File: config.mk
export PLATFORM = sky130hd
export DESIGN_NAME = psum_collector
export DESIGN_NICKNAME = d
export VERILOG_FILES = /design/src/rtl/psum_collector_pkg.sv /design/src/rtl/psum_out_fifo.sv /design/src/rtl/psum_collector.sv
export SDC_FILE = /design/constraint.sdc
export NUM_CORES = 1
export LEC_CHECK = 0
export CELL_PAD_IN_SITES_DETAIL_PLACEMENT = 1
export CELL_PAD_IN_SITES_GLOBAL_PLACEMENT = 1
export CORE_ASPECT_RATIO = 1.5
export CORE_UTILIZATION = 59
export CTS_CLUSTER_DIAMETER = 120
export DETAILED_ROUTE_END_ITERATION = 7
export MAX_ROUTING_LAYER = met4
export PLACE_DENSITY = 0.84
export SYNTH_ARGS = -nofsm -noshare
export SYNTH_HDL_FRONTEND = slang
export SYNTH_SLANG_ARGS = --single-unit
File: constraint.sdc
create_clock -name clk -period 14.7 [get_ports clk]
set_input_delay 2.94 -clock clk [delete_from_list [all_inputs] [get_ports clk]]
set_output_delay 2.94 -clock clk [all_outputs]
set_load 0.005 [all_outputs]
File: src/rtl/psum_collector_pkg.sv
// Shared constants, FSM encoding and requantize helper for the partial-sum collector.
// Pure declarations, no latency.
// No flow control.
package psum_pkg;

    localparam int PSUM_W_DEF = 14;

    localparam logic [1:0] ST_IDLE  = 2'd0;
    localparam logic [1:0] ST_RUN   = 2'd1;
    localparam logic [1:0] ST_FLUSH = 2'd2;

    // Clamp an already-shifted value to the largest out_w-bit unsigned number.
    function automatic logic [31:0] requant_sat(input logic [31:0] q, input int out_w);
        logic [31:0] max_val;
        max_val = (32'd1 << out_w) - 32'd1;
        return (q > max_val) ? max_val : q;
    endfunction

endpackage

File: src/rtl/psum_out_fifo.sv
// Synchronous FIFO between requantizer and ofmap writer; exposes fill count for stall.
// Data visible one cycle after push; pop_data is zero while empty.
// Push while full is discarded unless a pop happens in the same cycle.
module psum_out_fifo #(
    parameter int WIDTH = 9,
    parameter int DEPTH = 4
) (
    input  logic                       clk,
    input  logic                       rst_n,
    input  logic                       push,
    input  logic [WIDTH-1:0]           push_data,
    input  logic                       pop,
    output logic [WIDTH-1:0]           pop_data,
    output logic [$clog2(DEPTH+1)-1:0] count,
    output logic                       full,
    output logic                       empty
);
    localparam int PTR_W = $clog2(DEPTH);
    localparam int CNT_W = $clog2(DEPTH + 1);

    logic [WIDTH-1:0] mem [DEPTH];
    logic [PTR_W-1:0] wr_ptr;
    logic [PTR_W-1:0] rd_ptr;
    logic             do_push;
    logic             do_pop;

    assign full     = (count == CNT_W'(DEPTH));
    assign empty    = (count == '0);
    assign do_pop   = pop & ~empty;
    assign do_push  = push & (~full | do_pop);
    assign pop_data = empty ? '0 : mem[rd_ptr];

    always_ff @(posedge clk) begin
        if (do_push) mem[wr_ptr] <= push_data;
    end

    // DEPTH is a power of two, so pointers wrap naturally.
    always_ff @(posedge clk) begin
        if (!rst_n) begin
            wr_ptr <= '0;
            rd_ptr <= '0;
            count  <= '0;
        end else begin
            if (do_push) wr_ptr <= wr_ptr + PTR_W'(1);
            if (do_pop)  rd_ptr <= rd_ptr + PTR_W'(1);
            case ({do_push, do_pop})
                2'b10:   count <= count + CNT_W'(1);
                2'b01:   count <= count - CNT_W'(1);
                default: count <= count;
            endcase
        end
    end

endmodule

File: src/rtl/psum_collector.sv
// Accumulates PE-column psums over channel passes and requantizes the last pass to OUT_W bits; PSUM_COLLECTOR_SAT_EN selects clamping over truncation.
// Psum accepted in cycle N appears on out_data in N+1 when the FIFO was empty.
// stall asks the array to stop with two FIFO slots left; a psum arriving on a full FIFO is dropped and sets err.
module psum_collector
    import psum_pkg::*;
#(
    parameter int PSUM_W     = PSUM_W_DEF,
    parameter int ACC_W      = 20,
    parameter int OUT_W      = 8,
    parameter int MAX_LEN    = 32,
    parameter int FIFO_DEPTH = 4
) (
    input  logic                         clk,
    input  logic                         rst_n,
    input  logic                         start,
    input  logic [$clog2(MAX_LEN+1)-1:0] cfg_len,
    input  logic [5:0]                   cfg_passes_m1,
    input  logic [4:0]                   cfg_shift,
    input  logic                         en,
    input  logic                         psum_valid,
    input  logic [PSUM_W-1:0]            psum_in,
    output logic                         stall,
    output logic                         busy,
    output logic                         done,
    output logic                         err,
    output logic                         out_valid,
    input  logic                         out_ready,
    output logic [OUT_W-1:0]             out_data,
    output logic                         out_last
);
    localparam int LEN_W = $clog2(MAX_LEN + 1);
    localparam int IDX_W = $clog2(MAX_LEN);
    localparam int CNT_W = $clog2(FIFO_DEPTH + 1);

    logic [1:0]       state;
    logic [LEN_W-1:0] len_q;
    logic [5:0]       passes_q;
    logic [4:0]       shift_q;
    logic [IDX_W-1:0] idx;
    logic [5:0]       pass;

    logic [ACC_W-1:0] acc_buf [MAX_LEN];

    logic             acc_en;
    logic             last_idx;
    logic             last_pass;
    logic [ACC_W-1:0] acc_prev;
    logic [ACC_W-1:0] acc_sum;
    logic [ACC_W-1:0] acc_shr;
    logic [OUT_W-1:0] q_out;

    logic             fifo_push;
    logic             fifo_pop;
    logic             fifo_full;
    logic             fifo_empty;
    logic             drop;
    logic [CNT_W-1:0] fifo_count;
    logic [OUT_W:0]   fifo_rd;

    assign acc_en    = en & psum_valid & (state == ST_RUN);
    assign last_idx  = (LEN_W'(idx) == len_q - LEN_W'(1));
    assign last_pass = (pass == passes_q);

    // Pass 0 overwrites the buffer, so stale contents never leak into a new job.
    assign acc_prev = (pass == 6'd0) ? '0 : acc_buf[idx];
    assign acc_sum  = acc_prev + ACC_W'(psum_in);
    assign acc_shr  = acc_sum >> shift_q;

`ifdef PSUM_COLLECTOR_SAT_EN
    assign q_out = OUT_W'(requant_sat(32'(acc_shr), OUT_W));
`else
    assign q_out = acc_shr[OUT_W-1:0];
`endif

    always_ff @(posedge clk) begin
        if (acc_en) acc_buf[idx] <= acc_sum;
    end

    assign fifo_push = acc_en & last_pass;
    assign fifo_pop  = out_valid & out_ready;
    assign drop      = fifo_push & fifo_full & ~fifo_pop;

    psum_out_fifo #(
        .WIDTH (OUT_W + 1),
        .DEPTH (FIFO_DEPTH)
    ) u_out_fifo (
        .clk       (clk),
        .rst_n     (rst_n),
        .push      (fifo_push),
        .push_data ({last_idx, q_out}),
        .pop       (fifo_pop),
        .pop_data  (fifo_rd),
        .count     (fifo_count),
        .full      (fifo_full),
        .empty     (fifo_empty)
    );

    assign out_valid = ~fifo_empty;
    assign out_data  = fifo_rd[OUT_W-1:0];
    assign out_last  = fifo_rd[OUT_W];
    assign stall     = (int'(fifo_count) >= FIFO_DEPTH - 2);
    assign busy      = (state != ST_IDLE);
    assign done      = (state == ST_FLUSH) & fifo_empty;

    always_ff @(posedge clk) begin
        if (!rst_n) begin
            state    <= ST_IDLE;
            len_q    <= '0;
            passes_q <= '0;
            shift_q  <= '0;
            idx      <= '0;
            pass     <= '0;
            err      <= 1'b0;
        end else begin
            case (state)
                ST_IDLE: begin
                    if (start) begin
                        state    <= ST_RUN;
                        len_q    <= cfg_len;
                        passes_q <= cfg_passes_m1;
                        shift_q  <= cfg_shift;
                        idx      <= '0;
                        pass     <= '0;
                        err      <= 1'b0;
                    end
                end
                ST_RUN: begin
                    if (acc_en) begin
                        if (last_idx) begin
                            idx <= '0;
                            if (last_pass) state <= ST_FLUSH;
                            else           pass  <= pass + 6'd1;
                        end else begin
                            idx <= idx + IDX_W'(1);
                        end
                    end
                    if (drop) err <= 1'b1;
                end
                ST_FLUSH: begin
                    if (fifo_empty) state <= ST_IDLE;
                end
                default: state <= ST_IDLE;
            endcase
        end
    end

endmodule

== After elaboration in Yosys (flattened, before gate mapping) ==
Memory sizes are Yosys's and may differ from the RTL's. A register that Yosys moved wholly into a read port is not among the register bits.
Index checks and enable logic that the tools add are counted.
Storage, ports and cells
  bits in writable memories: 676
  flip-flop bits (word level): 38
  logic and storage cells: 89
  memories kept: 2
  output and inout bits: 14
  input port bits: 37
Cells by class
  $lt $le $gt $ge: 1
  shifts and indexed selects: 1
  mux-type cells: 29
  bitwise logic cells: 13
  add/sub/neg operators: 8
  reductions and logical operators: 11
  equal/unequal tests: 14
Memory list
  acc_buf: depth 32, width 20, rd ports 1, clocked after memory_dff 1, write ports 1, RTL line psum_collector.sv:42  | logic [ACC_W-1:0] acc_buf [MAX_LEN];
  u_out_fifo.mem: depth 4, width 9, rd ports 1, clocked after memory_dff 1, write ports 1, RTL line psum_out_fifo.sv:21  | logic [WIDTH-1:0] mem [DEPTH];
Operator list (number)
  2-to-1 mux 5 bit: 5
  2-to-1 mux 6 bit: 4
  adder 20 x 14 -> 20 bit: 1
  2-to-1 mux 20 bit: 1
  >> shifter 20 x 5 -> 8 bit: 1
  2-to-1 mux 2 bit: 7
  != test 2 bit (second input constant): 7
  case mux 6 bit (2 select lines): 1
  case mux 5 bit (2 select lines): 1
  AND reduction 5 bit: 2
  AND 1 bit: 9
  2-to-1 mux 9 bit: 1
  adder 6 x 1 -> 6 bit (second input constant): 1
  equality test 5 x 6 -> 1 bit: 1
  equality test 6 bit: 1
  zero test 6 bit: 1
  2-to-1 mux 1 bit: 6
  case mux 2 bit (3 select lines): 1
  case mux 3 bit (2 select lines): 1
  AND reduction 3 bit: 2
  nonzero test 2 bit: 3
  subtractor 6 x 1 -> 6 bit (second input constant): 1
  adder 5 x 1 -> 5 bit (second input constant): 1
  adder 2 x 1 -> 2 bit (second input constant): 2
  12 further kinds: 16

== Longest topological paths before layout ==
  depth in word-level cells: 8
  depth in mapped cells: 23
  depth with buffers taken out: 17

== Cells and area by module ==
A second synthesis with hierarchy kept.
Second synthesis, totals
  cell total of the unflattened synthesis: 1643
  area total of the unflattened synthesis: 29932.5 um2
By module, submodules not included
  psum_collector: area an instance 27994.3 um2, times used 1, cells an instance 1521, seq. area each 19939.1 um2
  psum_out_fifo: area an instance 1938.1 um2, times used 1, cells an instance 122, seq. area each 1261.2 um2

== Least setup slack after synthesis ==
OpenSTA, ideal clock, no wires.
  path kind: input-to-reg
  start point: in psum_in[0]
  end point: mem u_out_fifo.mem[0][5], data pin
  arrival time: 6.357 ns
  setup slack: 8.113 ns
  path buffers: 0
  stages: 11
  cell sequence: ha_1 > fa_1 > a211o_1 > a21oi_1 > a211oi_1 > o31a_1 > xor2_1 > mux2i_1 > nor2_1 > a211oi_1 > a2111oi_2
On the way
  longest elaborated chain between the ends: 2
RTL lines
  from (decl): RTL line psum_collector.sv:21  | input logic [PSUM_W-1:0] psum_in,
  adder 20 x 14 -> 20 bit: RTL line psum_collector.sv:66  | assign acc_sum = acc_prev + ACC_W'(psum_in);
  via acc_sum[14]: RTL line psum_collector.sv:48  | logic [ACC_W-1:0] acc_sum;
  >> shifter 20 x 5 -> 8 bit: RTL line psum_collector.sv:67  | assign acc_shr = acc_sum >> shift_q;
  via acc_shr[5]: RTL line psum_collector.sv:49  | logic [ACC_W-1:0] acc_shr;
  to (decl): RTL line psum_out_fifo.sv:21
The timed path passes the listed nets, and every way through them passes these cells.

==> impl_metrics.yaml <==
routing:
  wl_per_cell_um: 34.9
  drc: 0
  routed_wl_mm: 83.7
  drt_iter0_drc: 1953
  postRouteAntennaNets: 0
  first_pass_iters: 6
  vias_per_cell: 7.02
  route.vias.total: 16841
critical_path:
  path_cells: "buf_12 -> buf_4 -> mux4_2 -> mux4_2 -> nand2_1 -> a21oi_1 -> ha_1 -> o21ai_0 -> o21bai_1 -> a211o_1 -> o311a_1 -> a211oi_1 -> inv_1 -> mux4_2 -> and2_1 -> a31oi_1 -> o22ai_1"
  cp-start-kind: "register"
  cp_slowest_cell: "buf_4"
  worstSetupPathType: "register to register"
  cp_max_fo: 74
  cp_common_cell: "mux4_2"
  r2r_cells: 17
  slowest_delay_ps: 840
  end_kind: "register"
  r2r_slack_ps: 7010
  r2r_end: "u_out_fifo.mem[3][7]$_DFFE_PP_"
  cp.arrival_ps: 8010
  cp.required_ps: 15030
hold_path:
  hold_class: "register to register"
  holdPathStages: 2
  hold_path_end: "passes_q[4]$_SDFFE_PN0P_"
  hold_start: "passes_q[4]$_SDFFE_PN0P_"
synth:
  synth_nets: 1690
  synth-seq-cells: 721
  avgSynthCellArea_sq_um: 18.4
  synth_cells: 1625
  synthArstFlopShare: 0
  synthAdderAreaFrac: 0.0122
  synth_xor_xnor_area_share: 0.0108
  synth_compound_area_frac: 0.0435
  synth_top_family_by_area: "multiplexers"
  synth-simple-area-share: 0.0503
  synthMuxAreaShare: 0.158
  synth-main-ff-cell: "edfxtp_1"
  synth.distinct_cells: 84
  synth_seq_area_share: 0.708
  syn-cell-area_sq_um: 30000
  synth-edff-count: 676
  yosys_warnings: 0
power_and_ir_drop:
  clockPowerShare: 0.410
  p_comb_frac: 0.071
  irDropWorstVdd_uv: 114
  power.switching_mw: 1.03
  p_int_mw: 3.40
  leakagePower_nw: 10.5
  seq_power_share: 0.519
  powerDensity_nw_per_um2: 132
  swShare: 0.233
outcome:
  outcome: "finished clean"
clock_tree:
  htree_levels: 3
  post_cts_buffers: 0
  insertion_delay_ps: 650
  root_buffer: "clkbuf_16"
  clock_sink_count: 721
  cts_buffer_depth: 3
  clk_pin_slew_ps: 70
  cts_buffers: 66
  post_cts_resized: 0
  hold_buffers: 0
  cts_tree: "built"
finish:
  layout-drive-gt1-share: 0.215
  nets: 1748
  antenna_cells: 0
  fill_cells: 4023
  final_cells: 2399
  area_delta_synth_final_pct: 12.3
sta:
  clock_skew_ps: 46.2
  fmax_mhz: 130
  maxSlewHeadroom: 0.189
  hold_violations: 0
  tightest_slew_ps: 1210
  setup_violations: 0
  period_needed_ps: 7690
  rsz0062_at_grt: "no"
  timing.final.crit_share: 0.523
  slew_violations: 0
  fin_setup_tns_ps: 0
job:
  max_cap_violations: 0
die:
  die_h_um: 278
  die_w_um: 186
  ios: 51
  coreArea_sq_um: 49900
  rows: 100
  dieArea_sq_um: 51700
  initial_core_util: 0.600
placed_design:
  port_buffers: 50
  dp.cells: 2278
  routabilityCongestion: 0.869
  dp_hpwl_mm: 46.6
global_routing:
  track_usage: 0.347
  grt_pass1_vias: 18088
  grt_antenna_before_repair: 0
  grt_start_max_net_pins: 100
  overflow: 0
  grt_pass1_wl_mm: 122
[worst max-delay path, delay by kind of cell (launching register included)]
kind | cells | cell delay [ps]
flip-flops | 1 | 690
multiplexers | 3 | 1580
adder cells (fa/ha/maj) | 1 | 440
buffers and inverters | 3 | 2000
AND/OR/NAND/NOR | 2 | 260
AO/OA/AOI/OAI | 8 | 2310
[flip-flops by register name (all words and copies together) (netlist names), 3 cells and up, named ones only]
register          flops
shift_q               5
acc_buf             640
idx                   5
len_q                 6
u_out_fifo.mem       36
u_out_fifo.count      3
pass                  6
passes_q              6
[metrics by stage]
step	util	hold slack [ps]	power [mW]	cell area, sq um	setup WS, ps
after detailed placement	0.629	487	2.64	31400	6830
after global routing	0.674	526	4.50	33600	6720
after CTS	0.674	496	4.42	33600	7170
final	0.674	501	4.43	33600	7010
after floorplan	-	446	2.54	30000	8110
after global placement	0.629	473	2.62	31400	7250
[worst max-delay path by stage]
stage                    start                        endpoint  slack, ps  depth (start not counted)
finish                register  u_out_fifo.mem[3][7]$_DFFE_PP_       7010                         17
global route          register  u_out_fifo.mem[3][7]$_DFFE_PP_       6720                         17
CTS                   register  u_out_fifo.mem[0][5]$_DFFE_PP_       7170                         16
detailed placement  psum_in[0]  u_out_fifo.mem[0][5]$_DFFE_PP_       6830                         12
global placement    psum_in[0]  u_out_fifo.mem[0][5]$_DFFE_PP_       7250                         12
floorplan           psum_in[0]  u_out_fifo.mem[0][5]$_DFFE_PP_       8110                         11
[placed cells by master, fill, tap and decap left out, types with 6 or more instances in the layout]
cell               n
mux4_2           181
nor2_4            32
nand2_1           98
edfxtp_1         676
nor2_1            49
a31oi_1           10
o21ai_0           19
a21oi_1           35
nand3_1           17
or3_1              7
a22oi_1           15
nand2b_1           7
clkbuf_1           8
dfxtp_1           41
a211oi_1           7
nor3_1             8
nor2b_1           24
o21a_1             9
mux2i_1           38
and3_1             6
a21boi_0          18
mux4_1             8
o211ai_1           7
nand4_1           10
clkbuf_16         67
clkinv_1          10
clkdlybuf4s50_1   50
xnor2_1           16
mux2_2             6
bufinv_16          7
and2_1            27
xor2_1            11
ha_1              26
buf_4             18
inv_1             30
clkinv_2          12
[metal layers]
metal  global-route usage  vias to the layer above  share of wire
met4                0.181                        0          0.054
met2                0.567                     1092           0.52
met5                    -                        -              0
met1                0.409                     8745           0.35
li1                     -                     6689              -
met3               0.0650                      315          0.082
[kinds of logic (layout without fill, tap and decap cells)]
group	count (synthesis)	count (layout)
compound gates	182	182
buf+inv	113	224
fa+ha+maj	28	28
xor+xnor	36	36
mux	234	234
simple gates	311	311
flops	721	721
[power by group through the flow]
| stage | Sequential (mW) | Combinational [mW] | Clock [mW] |
|---|---|---|---|
| floorplan | 2.33 | 0.211 | 0 |
| global placement | 2.34 | 0.282 | 0 |
| detailed placement | 2.34 | 0.303 | 0 |
| CTS | 2.30 | 0.311 | 1.82 |
| global route | 2.30 | 0.333 | 1.87 |
| finish | 2.30 | 0.315 | 1.81 |
[synthesized netlist by cell type, types with 4 or more instances]
| cell | instances | area (sq um) |
|---|---|---|
| buf_2 | 10 | 50.1 |
| o22ai_1 | 4 | 25.0 |
| nand2b_1 | 7 | 43.8 |
| mux2i_1 | 38 | 380 |
| ha_1 | 26 | 325 |
| mux2_2 | 6 | 67.6 |
| nor3_1 | 8 | 40.0 |
| nand3b_1 | 4 | 30.0 |
| edfxtp_1 | 676 | 20300 |
| nand2_1 | 98 | 368 |
| a22o_1 | 4 | 35.0 |
| a211oi_1 | 7 | 52.6 |
| clkbuf_1 | 38 | 143 |
| nand3_1 | 17 | 85.1 |
| buf_6 | 6 | 67.6 |
| a21boi_0 | 18 | 135 |
| buf_4 | 4 | 30.0 |
| dfxtp_1 | 45 | 901 |
| mux4_1 | 8 | 210 |
| a21oi_1 | 36 | 180 |
| o211ai_1 | 7 | 52.6 |
| nor2b_1 | 24 | 150 |
| a211o_1 | 5 | 43.8 |
| xor2_1 | 15 | 131 |
| a31oi_1 | 10 | 62.6 |
| or3_1 | 7 | 43.8 |
| mux4_2 | 181 | 4080 |
| and3_1 | 6 | 37.5 |
| inv_1 | 30 | 113 |
| a22oi_1 | 15 | 113 |
| and2_1 | 27 | 169 |
| a2111oi_0 | 4 | 35.0 |
| o21a_1 | 9 | 67.6 |
| nand4_1 | 10 | 62.6 |
| buf_1 | 21 | 78.8 |
| nor3b_1 | 4 | 30.0 |
| o21ai_0 | 19 | 95.1 |
| o31ai_1 | 4 | 30.0 |
| xnor2_1 | 20 | 175 |
| nor2_1 | 81 | 304 |
[layout make-up]
class                           count  area (sq um)  area share
Clock buffer                       76          1720      0.0511
Clock inverter                     45           502      0.0149
Inverter                           33           124     0.00368
Multi-Input combinational cell    791          8580       0.255
Sequential cell                   721         21200       0.631
Tap cell                          663           830      0.0247
Timing Repair Buffer               70           676      0.0201
Note: power is estimated with default switching activity, not from simulation.
